### config.mk
export PLATFORM = sky130hd
export DESIGN_NAME = spi_mnrch_param
export DESIGN_NICKNAME = d
export VERILOG_FILES = /design/src/rtl/spi_pkg.sv /design/src/rtl/spi_sclk_gen.sv /design/src/rtl/spi_mnrch_param.sv
export SDC_FILE = /design/constraint.sdc
export NUM_CORES = 1
export LEC_CHECK = 0
export ABC_AREA = 1
export BUFFER_PORTS_ARGS = -buffer_cell sky130_fd_sc_hd__buf_2
export CORE_MARGIN = 4
export CORE_UTILIZATION = 55
export DETAILED_ROUTE_END_ITERATION = 12
export GPL_TIMING_DRIVEN = 0
export PLACE_DENSITY = 0.83
export SYNTH_ARGS = -nofsm -noshare
export SYNTH_HDL_FRONTEND = slang
export SYNTH_SLANG_ARGS = --single-unit
### constraint.sdc
create_clock -name clk -period 2.3 [get_ports clk]
set_input_delay 0.345 -clock clk [delete_from_list [all_inputs] [get_ports clk]]
set_output_delay 0.345 -clock clk [all_outputs]
set_load 0.01 [all_outputs]
### src/rtl/spi_pkg.sv
// Shared types and helpers for the parametrised SPI monarch.
// Holds the FSM state type and the divider reload value.
package spi_pkg;

  typedef enum logic [1:0] {
    IDLE,
    F_PORCH,
    ACTIVE,
    B_PORCH
  } spi_state_t;

  // SCLK divider reload value: three quarters of the period, minus one.
  function automatic int unsigned ld_val(input int unsigned div_w);
    return (32'd1 << div_w) - (32'd1 << (div_w - 2)) - 32'd1;
  endfunction

endpackage

### src/rtl/spi_sclk_gen.sv
// SCLK divider for the SPI monarch.
// Produces SCLK, the MISO sample strobe and the shift strobe.
module spi_sclk_gen
  import spi_pkg::*;
#(
  parameter int DIV_W = 4
) (
  input  logic clk,
  input  logic rst_n,
  input  logic ld,
  output logic sclk,
  output logic smpl,
  output logic shft_pt
);

  localparam logic [DIV_W-1:0] LD_VAL =
    DIV_W'(ld_val(DIV_W));
  localparam logic [DIV_W-1:0] SMPL_VAL =
    DIV_W'((1 << (DIV_W - 1)) - 1);

  logic [DIV_W-1:0] div_q;
  logic [DIV_W-1:0] div_d;

  // Park at the reload value when idle, otherwise free-run.
  always_comb begin
    div_d = ld ? LD_VAL : div_q + DIV_W'(1);
  end

  // Divider register; reset leaves SCLK high.
  always_ff @(posedge clk or negedge rst_n) begin
    if (!rst_n) div_q <= LD_VAL;
    else        div_q <= div_d;
  end

  assign sclk    = div_q[DIV_W-1];
  assign smpl    = (div_q == SMPL_VAL);
  assign shft_pt = &div_q;

endmodule

### src/rtl/spi_mnrch_param.sv
// Parametrised SPI monarch, mode 3, multi-slave, burst capable.
// FSM, shift register, bit counter and SS/done flops live here.
module spi_mnrch_param
  import spi_pkg::*;
#(
  parameter int DATA_W = 16,
  parameter int DIV_W  = 4,
  parameter int NUM_SS = 1,
  parameter int SEL_W  = (NUM_SS > 1) ? $clog2(NUM_SS) : 1
) (
  input  logic              clk,
  input  logic              rst_n,
  input  logic              wrt,
  input  logic [DATA_W-1:0] wt_data,
  input  logic [SEL_W-1:0]  ss_sel,
  input  logic              hold,
  input  logic              ss_rel,
  output logic [NUM_SS-1:0] SS_n,
  output logic              SCLK,
  output logic              MOSI,
  input  logic              MISO,
  output logic              done,
  output logic              busy,
  output logic [DATA_W-1:0] rd_data
);

  localparam int CNT_W = $clog2(DATA_W) + 1;
  localparam logic [CNT_W-1:0] LAST = CNT_W'(DATA_W - 1);

  spi_state_t        state_q, state_d;
  logic [DATA_W-1:0] sr_q, sr_d;
  logic [CNT_W-1:0]  cnt_q, cnt_d;
  logic [NUM_SS-1:0] ss_n_q, ss_n_d;
  logic              hold_q, hold_d;
  logic              miso_smpl_q, miso_smpl_d;
  logic              done_q, done_d;
  logic              sclk_ld;
  logic              smpl;
  logic              shft_pt;
  logic              set_done;
  logic              shft;

  // Out-of-range indices drive no select low.
  function automatic logic [NUM_SS-1:0] sel_n(
    input logic [SEL_W-1:0] s
  );
    logic [NUM_SS-1:0] v;
    v = '1;
    for (int i = 0; i < NUM_SS; i++)
      if (int'(s) == i) v[i] = 1'b0;
    return v;
  endfunction

  assign sclk_ld = (state_q == IDLE) || set_done;

  spi_sclk_gen #(
    .DIV_W(DIV_W)
  ) u_sclk_gen (
    .clk    (clk),
    .rst_n  (rst_n),
    .ld     (sclk_ld),
    .sclk   (SCLK),
    .smpl   (smpl),
    .shft_pt(shft_pt)
  );

  // Transfer FSM with shift, count and slave-select next state.
  always_comb begin
    state_d     = state_q;
    sr_d        = sr_q;
    cnt_d       = cnt_q;
    ss_n_d      = ss_n_q;
    hold_d      = hold_q;
    set_done    = 1'b0;
    shft        = 1'b0;
    miso_smpl_d = smpl ? MISO : miso_smpl_q;
    unique case (state_q)
      IDLE: begin
        if (wrt) begin
          sr_d    = wt_data;
          cnt_d   = '0;
          hold_d  = hold;
          ss_n_d  = sel_n(ss_sel);
          state_d = F_PORCH;
        end else if (ss_rel) begin
          ss_n_d = '1;
        end
      end
      F_PORCH: begin
        if (smpl) state_d = ACTIVE;
      end
      ACTIVE: begin
        if (cnt_q == LAST) state_d = B_PORCH;
        else if (shft_pt)  shft    = 1'b1;
      end
      B_PORCH: begin
        if (shft_pt) begin
          shft     = 1'b1;
          set_done = 1'b1;
          state_d  = IDLE;
          if (!hold_q) ss_n_d = '1;
        end
      end
      default: state_d = IDLE;
    endcase
    if (shft) begin
      sr_d  = {sr_q[DATA_W-2:0], miso_smpl_q};
      cnt_d = cnt_q + CNT_W'(1);
    end
    done_d = set_done;
  end

  // State and datapath registers; reset aborts any transfer.
  always_ff @(posedge clk or negedge rst_n) begin
    if (!rst_n) begin
      state_q     <= IDLE;
      sr_q        <= '0;
      cnt_q       <= '0;
      ss_n_q      <= '1;
      hold_q      <= 1'b0;
      miso_smpl_q <= 1'b0;
      done_q      <= 1'b0;
    end else begin
      state_q     <= state_d;
      sr_q        <= sr_d;
      cnt_q       <= cnt_d;
      ss_n_q      <= ss_n_d;
      hold_q      <= hold_d;
      miso_smpl_q <= miso_smpl_d;
      done_q      <= done_d;
    end
  end

  assign SS_n    = ss_n_q;
  assign MOSI    = sr_q[DATA_W-1];
  assign done    = done_q;
  assign busy    = (state_q != IDLE);
  assign rd_data = sr_q;

endmodule

==> impl_results.md, run 1 <==
- WP data arrival: 1370 ps
- Core occupancy in the finished layout: 0.685
- Flip-flop and latch count after synthesis: 31
- Adder-cell share of the synthesized area: 0.0552
- Critical path data required time: 1960 ps
- Maximum fanout count along the critical path: 8
- Worst Hold Class: in -> async
- Clock tree from TritonCTS: done
- Number of failing hold endpoints at the final stage: 0
- Total power per unit cell area: 1250 nW/um2
- Number of buffers and inverters on the critical path: 4
- Postcts setup bufs: 0
- Final net count: roughly 270
- Fin worst setup slack: 590 ps
- Number of synthesis warnings: 0
- Total negative slack: 0 ps
- Outcome: complete, no violations
- Clock buffer count from CTS: 5
- Die area: 3810 um2
- Sequential share of power: 0.411
- CP delay by family, top: buffers and inverters
- Kind of capture point of the worst setup path: primary output
- Starting Density: 0.575
- Post-route minimum period: 1710 ps
- Syn Nets: ~220
- Actual slew at the worst max-slew pin: 671 ps
- Hold Buf Count CTS: 0
- GRT Overall Usage: 0.199
- Clock-pin slew on the worst setup and hold paths: 90 ps
- # placed instances: 261
- Largest family of logic cells by synthesized area: simple AND/OR/NAND/NOR gates
- Distinct cell type count of the synthesized netlist: 23
- Count of routing violations after the opening detailed-route iteration: 110
- Number of pins with negative max-slew slack in the final report: 0
- P_int: 1.37 mW
- Multiplexer share of the synthesized area: 0
- Cell repeated most along the worst path: sky130_fd_sc_hd__inv_1
- Maximum buffer depth of the clock tree: 2
- HPWL after detailed placement: 2450 um
- Number of instances in the synthesized netlist: 187
- Number of endpoints failing setup at the final stage: 0
- Uppermost layer routed: met4
- Post-route clock period utilization: 0.744
- Critical setup path kind: reg -> out
- Detailed-route wire length per cell: 12.5 um
- Combinational group share of total power: 0.464
- Total number of vias: 1409
- Routed metal-1 wire length: 1490 um
- Critical-path cell list: inv_1 -> ha_1 -> clkbuf_2 -> inv_1 -> buf_2
- Unrepaired setup endpoints after global routing: false
- Largest stage delay on the critical path: 420 ps
- Proportion of power drawn by the clock network: 0.125
- Post-Layout Cell Count: 269
- Antenna Cells: 0
- Via count of the first global-routing pass: 1292
- Die height: 61.7 um
- Slew headroom: 0.553
- Setup Skew: 9.63 ps
- Ratio of routed vias to standard cells: 5.24
- Worst setup slack before clock tree synthesis: around 600 ps
- Wire length of the first global-routing pass: 5530 um
- Die width: 61.7 um
- Switching power total: 0.985 mW
- Final weighted congestion of routability-driven global placement: 0.768
- Met3 Routed Length: 210 um
- Initial antenna violation count: 0
- H-Tree Depth: 2
- CTS Sinks: 31
- Filler Cells Inserted: approximately 240
- Number of routed nets with antenna violations: 0
- Compound-Gate Fraction of Synth Area: 0.0237
- Switch share: 0.419
- Largest net degree at the start of global routing: 32
- Final routed wirelength across all metal layers: 3370 um
- Number of buffers added on ports: 43
- Number of primary I/O pins: 44
- Sequential cell area fraction in the yosys report: 0.493
- Number of core rows: 19
- DRC violations left: 0
- Post-synthesis average cell area: 8.48 um2
- Leakage: around 1.0 nW
- R2r setup slk: 590 ps
- Area growth, synth to finish: 19.1%
- Post-synthesis xor/xnor area fraction: 0.0110
- Core footprint: 2760 um2
- Met2 wire len: around 1600 um
- Count of instances resized after the clock tree is built: 0
- Master cell of the clock root buffer: sky130_fd_sc_hd__clkbuf_4
- Gr ovfl total: 0
- Clock latency on the worst-skew pair: roughly 330 ps
- Cell area after synthesis: 1590 um2
- Max cap viols: 0
- DR pass1 iterations: 4
- Worst vdd rail ir drop: ~1.0 mV
- Share of post-route cells with drive strength above 1: 0.294
- Simple-gate share of the synthesized area: 0.336
- Startpoint kind of the worst setup timing path: flip-flop
- Maximum clock rate: around 580 MHz
- Cell with the largest stage delay on the worst path: sky130_fd_sc_hd__dfrtp_1
==> final timing paths <==
path | start | cells past startpoint | to
worst max register to register | cnt_q[0]$_DFFE_PN0P_ | 11 | rd_data[12]$_DFFE_PN0P_
worst min register to register | SS_n$_DFFE_PN1P_ | 2 | SS_n$_DFFE_PN1P_
max in group asynchronous | rst_n | 1 | u_sclk_gen.div_q[2]$_DFF_PN0_
worst max-delay path | state_q[0]$_DFFE_PN0P_ | 5 | busy
min in group clk | hold | 3 | hold_q$_DFFE_PN0P_
worst min-delay path | rst_n | 1 | cnt_q[2]$_DFFE_PN0P_
==> cells by family (layout without fill, tap and decap cells) <==
group           Yosys count  count (layout)
simple gates            115             115
xor+xnor                  2               2
flops                    31              31
buf+inv                  25              76
fa+ha+maj                 7               7
compound gates            7               7
==> power by group through the flow <==
stage	clock, mW	sequential [mW]	combinational [mW]
global placement	0	0.974	1.07
finish	0.295	0.967	1.09
floorplan	0	1.03	0.683
CTS	0.305	0.969	1.11
detailed placement	0	0.977	1.10
global route	0.336	1.00	1.27
==> routing by layer <==
layer | vias to the layer above | GRT usage
li1 | 719 | -
met1 | 652 | 0.246
met2 | 33 | 0.324
met3 | 5 | 0.0713
met4 | 0 | 0.0636
met5 | - | 0
==> through the flow <==
step	total power [mW]	hold WS [ps]	cell area [um2]
after floorplan	1.71	49.4	1590
after global placement	2.04	417	1840
after detailed placement	2.08	424	1840
after CTS	2.38	59.3	1890
after global routing	2.61	55.9	1890
final	2.35	36.6	1890
==> cell type report <==
cell class / instances / area, um2 / share of cell area
buffer: 10 / 67.6 / 0.0358
timing repair buffer: 43 / 215 / 0.114
tap: 31 / 38.8 / 0.0205
multi-input combinational: 131 / 676 / 0.358
inverter: 15 / 61.3 / 0.0325
clock buffer: 8 / 48.8 / 0.0258
sequential: 31 / 781 / 0.414
==> cell usage after synthesis, drive strengths merged <==
master	instances	area, um2
nor2	5	18.8
o21a	1	7.51
nand4	3	18.8
dfrtp	27	676
dfstp	4	105
or2	2	12.5
inv	15	61.3
clkbuf	1	5.00
a21oi	1	5.00
nand3	59	300
xor2	2	17.5
ha	7	87.6
o21ai	5	25.0
nand2	46	183
buf	9	62.6
==> sequential cells by signal (all words and copies together) (netlist names) <==
name,flops
SS_n,1
cnt_q,5
done,1
hold_q,1
miso_smpl_q,1
rd_data,16
state_q,2
u_sclk_gen.div_q,4
==> cell usage in the layout, fill, tap and decap left out <==
master,count
sky130_fd_sc_hd__buf_2,48
sky130_fd_sc_hd__buf_6,2
sky130_fd_sc_hd__o21a_1,1
sky130_fd_sc_hd__inv_1,12
sky130_fd_sc_hd__a21oi_1,1
sky130_fd_sc_hd__inv_6,1
sky130_fd_sc_hd__or2_2,2
sky130_fd_sc_hd__buf_4,2
sky130_fd_sc_hd__nand2_4,1
sky130_fd_sc_hd__inv_2,2
sky130_fd_sc_hd__nand4_1,3
sky130_fd_sc_hd__nand3_1,58
sky130_fd_sc_hd__dfstp_2,4
sky130_fd_sc_hd__xor2_1,2
sky130_fd_sc_hd__ha_1,7
sky130_fd_sc_hd__nand2_2,1
sky130_fd_sc_hd__nor2_1,5
sky130_fd_sc_hd__clkbuf_2,1
sky130_fd_sc_hd__clkbuf_4,5
sky130_fd_sc_hd__clkbuf_1,3
sky130_fd_sc_hd__nand3_2,1
sky130_fd_sc_hd__o21ai_0,2
sky130_fd_sc_hd__o21ai_1,3
sky130_fd_sc_hd__dfrtp_1,27
sky130_fd_sc_hd__nand2_1,44
No activity file was read; power rests on OpenSTA's default activity.
==> inputs of run 2 (changes only) <==
--- a/config.mk
+++ b/config.mk
@@ -8,10 +8,10 @@
 export ABC_AREA = 1
 export BUFFER_PORTS_ARGS = -buffer_cell sky130_fd_sc_hd__buf_2
 export CORE_MARGIN = 4
-export CORE_UTILIZATION = 55
+export CORE_UTILIZATION = 51
 export DETAILED_ROUTE_END_ITERATION = 12
 export GPL_TIMING_DRIVEN = 0
-export PLACE_DENSITY = 0.83
+export PLACE_DENSITY = 0.78
 export SYNTH_ARGS = -nofsm -noshare
 export SYNTH_HDL_FRONTEND = slang
 export SYNTH_SLANG_ARGS = --single-unit
==> constraint.sdc (replaced) <==
create_clock -name clk -period 1.65 [get_ports clk]
set_input_delay 0.2475 -clock clk [delete_from_list [all_inputs] [get_ports clk]]
set_output_delay 0.2475 -clock clk [all_outputs]
set_load 0.01 [all_outputs]
==> run 2 against run 1 <==
Net effect: die area increased by 6.8%; highest routed layer unchanged; total power grew 63%; non-clock buffer count up 9; global-route usage down 0.38 points; critical path type is now reg -> reg; the flow now finishes with violations (setup timing); sequential power rose by 46%; critical path depth grew 7; combinational power is 75% higher; count of clock-buffer cells in the layout fell by 1; critical endpoint is now rd_data[15]$_DFFE_PN0P_.
==> impl_results.md, run 2 (synthesized netlist as in run 1, its figures left out) <==
- Outcome: complete, but fails checks
- Failing checks: setup timing
- Gr ovfl total: 0
- Fin worst setup slack: -65.4 ps
- Area growth, synth to finish: 37.3%
- Clock-pin slew on the worst setup and hold paths: 100 ps
- Core occupancy in the finished layout: 0.763
- Worst Hold Class: in -> reg
- HPWL after detailed placement: between 2000 and 3000 um
- Starting Density: 0.556
- H-Tree Depth: 2
- Sequential share of power: 0.367
- Destination of the worst register-to-register timing path: rd_data[15]$_DFFE_PN0P_
- Number of primary I/O pins: 44
- P_int: 2.19 mW
- Worst setup slack before clock tree synthesis: -48.4 ps
- GRT Overall Usage: 0.195
- Unrepaired setup endpoints after global routing: true
- Via count of the first global-routing pass: 1413
- Number of failing hold endpoints at the final stage: 0
- Switch share: 0.429
- Largest net degree at the start of global routing: 32
- Post-route minimum period: 1720 ps
- Non-Filler Cell Area, Final: 2180 um2
- DR pass1 iterations: 4
- Actual slew at the worst max-slew pin: 682 ps
- Switching power total: 1.64 mW
- Critical path data required time: 1880 ps
- Most common cell after layout, fill and taps aside: sky130_fd_sc_hd__nand3_1
- Max cap viols: 0
- Share of post-route cells with drive strength above 1: 0.462
- Leakage: between 1 and 1.5 nW
- Die width: 63.8 um
- Clock tree from TritonCTS: done
- CTS Sinks: 31
- Die area: 4060 um2
- Die height: 63.8 um
- Number of endpoints failing setup at the final stage: 17
- Post-route clock period utilization: 1.04
- Master cell of the clock root buffer: sky130_fd_sc_hd__clkbuf_4
- Setup Skew: 10.1 ps
- Number of core rows: 19
- Antenna Cells: 0
- Total number of vias: between 1500 and 2000
- Kind of capture point of the worst setup path: flip-flop
- Slew headroom: 0.546
- Maximum clock rate: roughly 580 MHz
- Clock buffer count from CTS: 5
- Ratio of routed vias to standard cells: 5.56
- Number of pins with negative max-slew slack in the final report: 0
- WP data arrival: ~1900 ps
- Initial antenna violation count: 0
- Final Total Pwr: between 3 and 4 mW
- Beginning of the worst register-to-register path: cnt_q[1]$_DFFE_PN0P_
- Core footprint: 2850 um2
- Total power per unit cell area: approximately 1800 nW/um2
- Cells on Worst Hold Path: 3
- Final net count: about 280
- Number of buffers added on ports: between 40 and 50
- Number of routed nets with antenna violations: 0
- Startpoint kind of the worst setup timing path: flip-flop
- Maximum buffer depth of the clock tree: 2
- Largest register FFs: 16
- Startpoint of the most critical hold path: hold
- Final routed wirelength across all metal layers: 4260 um
- DRC violations left: 0
- Worst vdd rail ir drop: ~1.2 mV
- Clock latency on the worst-skew pair: 340 ps
- Worst Hold Endpoint: hold_q$_DFFE_PN0P_
- Number of cells traversed by the worst register-to-register path: 12
- Count of routing violations after the opening detailed-route iteration: 76
- Maximum fanout count along the critical path: 7
- Placed cell area: 1840 um2
- Combinational group share of total power: 0.498
- R2r setup slk: -70 ps
- Highest-count cells in the layout ignoring fill and taps: sky130_fd_sc_hd__nand3_1, sky130_fd_sc_hd__buf_2, sky130_fd_sc_hd__nand2_1, sky130_fd_sc_hd__dfrtp_1, sky130_fd_sc_hd__nand2_2
- Wire length of the first global-routing pass: ~6300 um
- Detailed-route wire length per cell: between 15 and 20 um
- Final weighted congestion of routability-driven global placement: 0.800
- Critical setup path kind: reg -> reg
- Proportion of power drawn by the clock network: 0.135
run 2: changes by cell type in the layout (fill, tap and decap cells not counted), sizes merged:
| cell | before | now |
|---|---|---|
| buf | 52 | 60 |
| clkbuf | 9 | 8 |
| clkinvlp | 0 | 1 |
| dlygate4sd3 | 0 | 1 |
run 2: critical path, cell delays in order, from the launching register on:
cell and delay [ps]:
sky130_fd_sc_hd__dfrtp_1 400, sky130_fd_sc_hd__ha_2 200, sky130_fd_sc_hd__nand2_2 70, sky130_fd_sc_hd__nor2_2 130, sky130_fd_sc_hd__ha_2 180, sky130_fd_sc_hd__inv_2 40, sky130_fd_sc_hd__nand2_2 80, sky130_fd_sc_hd__nand2_4 70
sky130_fd_sc_hd__nand2_8 120, sky130_fd_sc_hd__inv_8 60, sky130_fd_sc_hd__clkbuf_16 150, sky130_fd_sc_hd__nand2_2 50, sky130_fd_sc_hd__nand3_1 70
run 2: final cells by class:
cell class | instances | area [um2]
Fill cell | 215 | 677
Sequential cell | 31 | 781
Clock buffer | 7 | 65.1
Clock inverter | 1 | 7.51
Inverter | 15 | 63.8
Multi-Input combinational cell | 131 | 810
Timing Repair Buffer | 52 | 314
Buffer | 10 | 96.3
Tap cell | 31 | 38.8
run 2: repair_timing:
action	4_1_cts	5_1_grt
hold buffers	1	0
pin swaps	0	14
gates cloned	0	3
buffers inserted	1	4
endpoints found under the setup margin	18	22
gates resized for setup	5	52
hold endpoints to repair	27	0
run 2: routing by layer:
layer,part of all wire,up-vias,global-route usage
met1,0.43,744,0.245
li1,-,738,-
met5,0,-,0
met3,0.056,15,0.0543
met2,0.49,49,0.314
met4,0.025,0,0.0889
run 2: per-stage QoR:
| stage | TNS, ps | hold WS (ps) | instances |
|---|---|---|---|
| 6_report | -744 | 118 | 278 |
| 5_1_grt | -2660 | 105 | 278 |
| 4_1_cts | 0 | 104 | 271 |
| 3_5_place_dp | -269 | 328 | 261 |
| 3_3_place_gp | -271 | 323 | 261 |
| 2_1_floorplan | 0 | -48.1 | 187 |
run 2: worst max path at each step:
| stage | start | endpoint | depth (start not counted) |
|---|---|---|---|
| 2_1_floorplan | cnt_q[0]$_DFFE_PN0P_ | rd_data[15]$_DFFE_PN0P_ | 11 |
| 3_3_place_gp | cnt_q[0]$_DFFE_PN0P_ | rd_data[13]$_DFFE_PN0P_ | 11 |
| 3_5_place_dp | cnt_q[0]$_DFFE_PN0P_ | rd_data[13]$_DFFE_PN0P_ | 11 |
| 4_1_cts | state_q[0]$_DFFE_PN0P_ | busy | 5 |
| 5_1_grt | cnt_q[1]$_DFFE_PN0P_ | rd_data[1]$_DFFE_PN0P_ | 12 |
| 6_report | cnt_q[1]$_DFFE_PN0P_ | rd_data[15]$_DFFE_PN0P_ | 12 |
run 2: power groups by stage:
stage | clock, mW | sequential [mW] | combinational [mW]
finish | 0.519 | 1.41 | 1.91
CTS | 0.528 | 1.36 | 1.56
global route | 0.577 | 1.45 | 2.14
global placement | 0 | 1.37 | 1.49
detailed placement | 0 | 1.37 | 1.53
floorplan | 0 | 1.43 | 0.952
==> inputs of run 3 (changes only) <==
--- a/config.mk
+++ b/config.mk
@@ -12,6 +12,7 @@
 export DETAILED_ROUTE_END_ITERATION = 12
 export GPL_TIMING_DRIVEN = 0
 export PLACE_DENSITY = 0.78
+export SKIP_LAST_GASP = 1
 export SYNTH_ARGS = -nofsm -noshare
 export SYNTH_HDL_FRONTEND = slang
 export SYNTH_SLANG_ARGS = --single-unit
==> run 3 against run 2 <==
Net effect: the run still ends with setup timing left; global-route usage is 0.075 points higher; clock skew barely moved; critical endpoint is now rd_data[9]$_DFFE_PN0P_; fmax is 0.59% lower; register-to-register slack hardly changed; utilization grew 0.31 points; setup slack got worse by 10 ps; hold slack better by 5.5 ps; final cell count stayed put; total power is 0.42% higher; combinational power about the same; first-iteration DRC count decreased by 7.9%.
==> impl_results.md, run 3 (synthesized netlist as in run 1, its figures left out) <==
- Worst Hold Class: in -> reg
- Largest stage delay on the critical path: 400 ps
- Wire length of the first global-routing pass: 6290 um
- Largest register FFs: 16
- Clock latency on the worst-skew pair: 330 ps
- Number of buffers added on ports: 43
- Post-route clock period utilization: 1.05
- Maximum buffer depth of the clock tree: 2
- Count of routing violations after the opening detailed-route iteration: 70
- End point of the critical path: rd_data[9]$_DFFE_PN0P_
- Most common cell after layout, fill and taps aside: sky130_fd_sc_hd__nand3_1
- Highest-count cells in the layout ignoring fill and taps: sky130_fd_sc_hd__nand3_1, sky130_fd_sc_hd__buf_2, sky130_fd_sc_hd__nand2_1, sky130_fd_sc_hd__dfrtp_1, sky130_fd_sc_hd__nand2_2
- Post-Route Hold Slack: 123 ps
- Number of pins with negative max-slew slack in the final report: 0
- DRC violations left: 0
- Actual slew at the worst max-slew pin: between 600 and 700 ps
- Failing checks: setup timing
- Maximum clock rate: 580 MHz
- Maximum fanout count along the critical path: 7
- Initial antenna violation count: 0
- Unrepaired setup endpoints after global routing: true
- Starting Density: 0.556
- Startpoint kind of the worst setup timing path: flip-flop
- Die height: 63.8 um
- Number of routed nets with antenna violations: 0
- Fin worst setup slack: -75.5 ps
- Destination of the worst register-to-register timing path: rd_data[9]$_DFFE_PN0P_
- Clock-pin slew on the worst setup and hold paths: 110 ps
- Die width: 63.8 um
- Die area: 4060 um2
- Ratio of routed vias to standard cells: around 5.5
- Clock buffer count from CTS: 5
- Leakage: ~1.2 nW
- Critical setup path kind: reg -> reg
- DR pass1 iterations: 4
- Critical path depth: 12
- Total power per unit cell area: 1760 nW/um2
- Detailed-route wire length per cell: 15.6 um
- Number of failing hold endpoints at the final stage: 0
- Total number of vias: 1517
- Master cell of the clock root buffer: sky130_fd_sc_hd__clkbuf_4
- Post-route minimum period: 1730 ps
- Final routed wirelength across all metal layers: 4330 um
- Slew headroom: 0.534
- Max cap viols: 0
- Number of cells traversed by the worst register-to-register path: 12
- Critical path data required time: 1870 ps
- Final net count: 276
- Worst setup slack before clock tree synthesis: -48.4 ps
- Via count of the first global-routing pass: 1412
- Kind of capture point of the worst setup path: flip-flop
- Filler Cells Inserted: roughly 210
- Number of primary I/O pins: 44
- CTS Sinks: 31
- HPWL after detailed placement: about 2600 um
- Share of post-route cells with drive strength above 1: 0.466
- CP delay by family, top: simple AND/OR/NAND/NOR gates
- Beginning of the worst register-to-register path: cnt_q[1]$_DFFE_PN0P_
- Gr ovfl total: 0
- Number of buffers and inverters on the critical path: 3
- Core footprint: roughly 2900 um2
- Seq. cell area: 781 um2
- WP data arrival: 1940 ps
- Final weighted congestion of routability-driven global placement: 0.800
- Number of core rows: 19
- Number of endpoints failing setup at the final stage: 17
- Clock tree from TritonCTS: done
- R2r setup slk: -80 ps
- Outcome: complete, but fails checks
- Area of combinational cells with multiple inputs: 815 um2
- Largest net degree at the start of global routing: 32
- Cell repeated most along the worst path: sky130_fd_sc_hd__nand2_2
- Cell with the largest stage delay on the worst path: sky130_fd_sc_hd__dfrtp_1
- GRT Overall Usage: 0.196
- Antenna Cells: 0
- Area growth, synth to finish: 37.8%
- Worst vdd rail ir drop: 1.16 mV
- Setup crit start: cnt_q[1]$_DFFE_PN0P_
- Setup Skew: 10.0 ps
- Critical-path cell list: ha_2 -> nand2_2 -> nor2_2 -> ha_2 -> inv_2 -> nand2_2 -> nand2_4 -> nand2_8 -> inv_8 -> buf_4 -> nand2_2 -> nand3_1
- H-Tree Depth: 2
## run 3: cell counts in the layout (fill, tap and decap cells not counted)
No cell type changed its count.
## run 3: worst min-delay path, delay by kind of cell
family	cells	cell delay, ps
and+or+nand+nor	2	100
buffers and inverters	1	80
## run 3: area by class of cell
type                            count  share of cell area
Buffer                             10              0.0441
Tap cell                           31              0.0178
Clock buffer                        7              0.0298
Timing Repair Buffer               52               0.145
Clock inverter                      1             0.00344
Multi-Input combinational cell    131               0.373
Inverter                           15              0.0292
Sequential cell                    31               0.357
## run 3: through the flow
stage	instance area, um2	setup TNS (ps)	total power, mW	util	cells
global route	2180	-2730	4.18	0.766	278
CTS	1940	-4.44	3.45	0.680	271
finish	2180	-920	3.85	0.766	278
floorplan	1590	0	2.38	-	187
global placement	1840	-271	2.86	0.645	261
detailed placement	1840	-269	2.90	0.645	261
## run 3: worst min path at each step
stage	start	cells after the start	slack [ps]	endpoint
after floorplan	rst_n	0	-50	cnt_q[0]$_DFFE_PN0P_
final	hold	3	120	hold_q$_DFFE_PN0P_
after CTS	hold	3	100	hold_q$_DFFE_PN0P_
after detailed placement	rst_n	1	330	state_q[0]$_DFFE_PN0P_
after global placement	rst_n	1	320	state_q[0]$_DFFE_PN0P_
after global routing	hold	3	110	hold_q$_DFFE_PN0P_
## run 3: timing repair
action,4_1_cts,5_1_grt
resized for setup,4,55
setup buffers,1,4
pin swaps,0,14
cloned,0,3
endpoints found under the hold margin,27,0
setup endpoints to repair,18,22
hold buffers,1,0
## run 3: power by group
part	internal, mW	total (mW)	switching [mW]
sequential	1.11	1.41	0.298
clock	0.249	0.517	0.268
combinational	0.837	1.93	1.09
## run 3: metal layers
metal	wire [um]	vias up	GRT usage
met1	1890	732	0.247
met3	200	7	0.0543
met4	57	0	0.0889
li1	-	739	-
met5	0	-	0
met2	2190	39	0.314
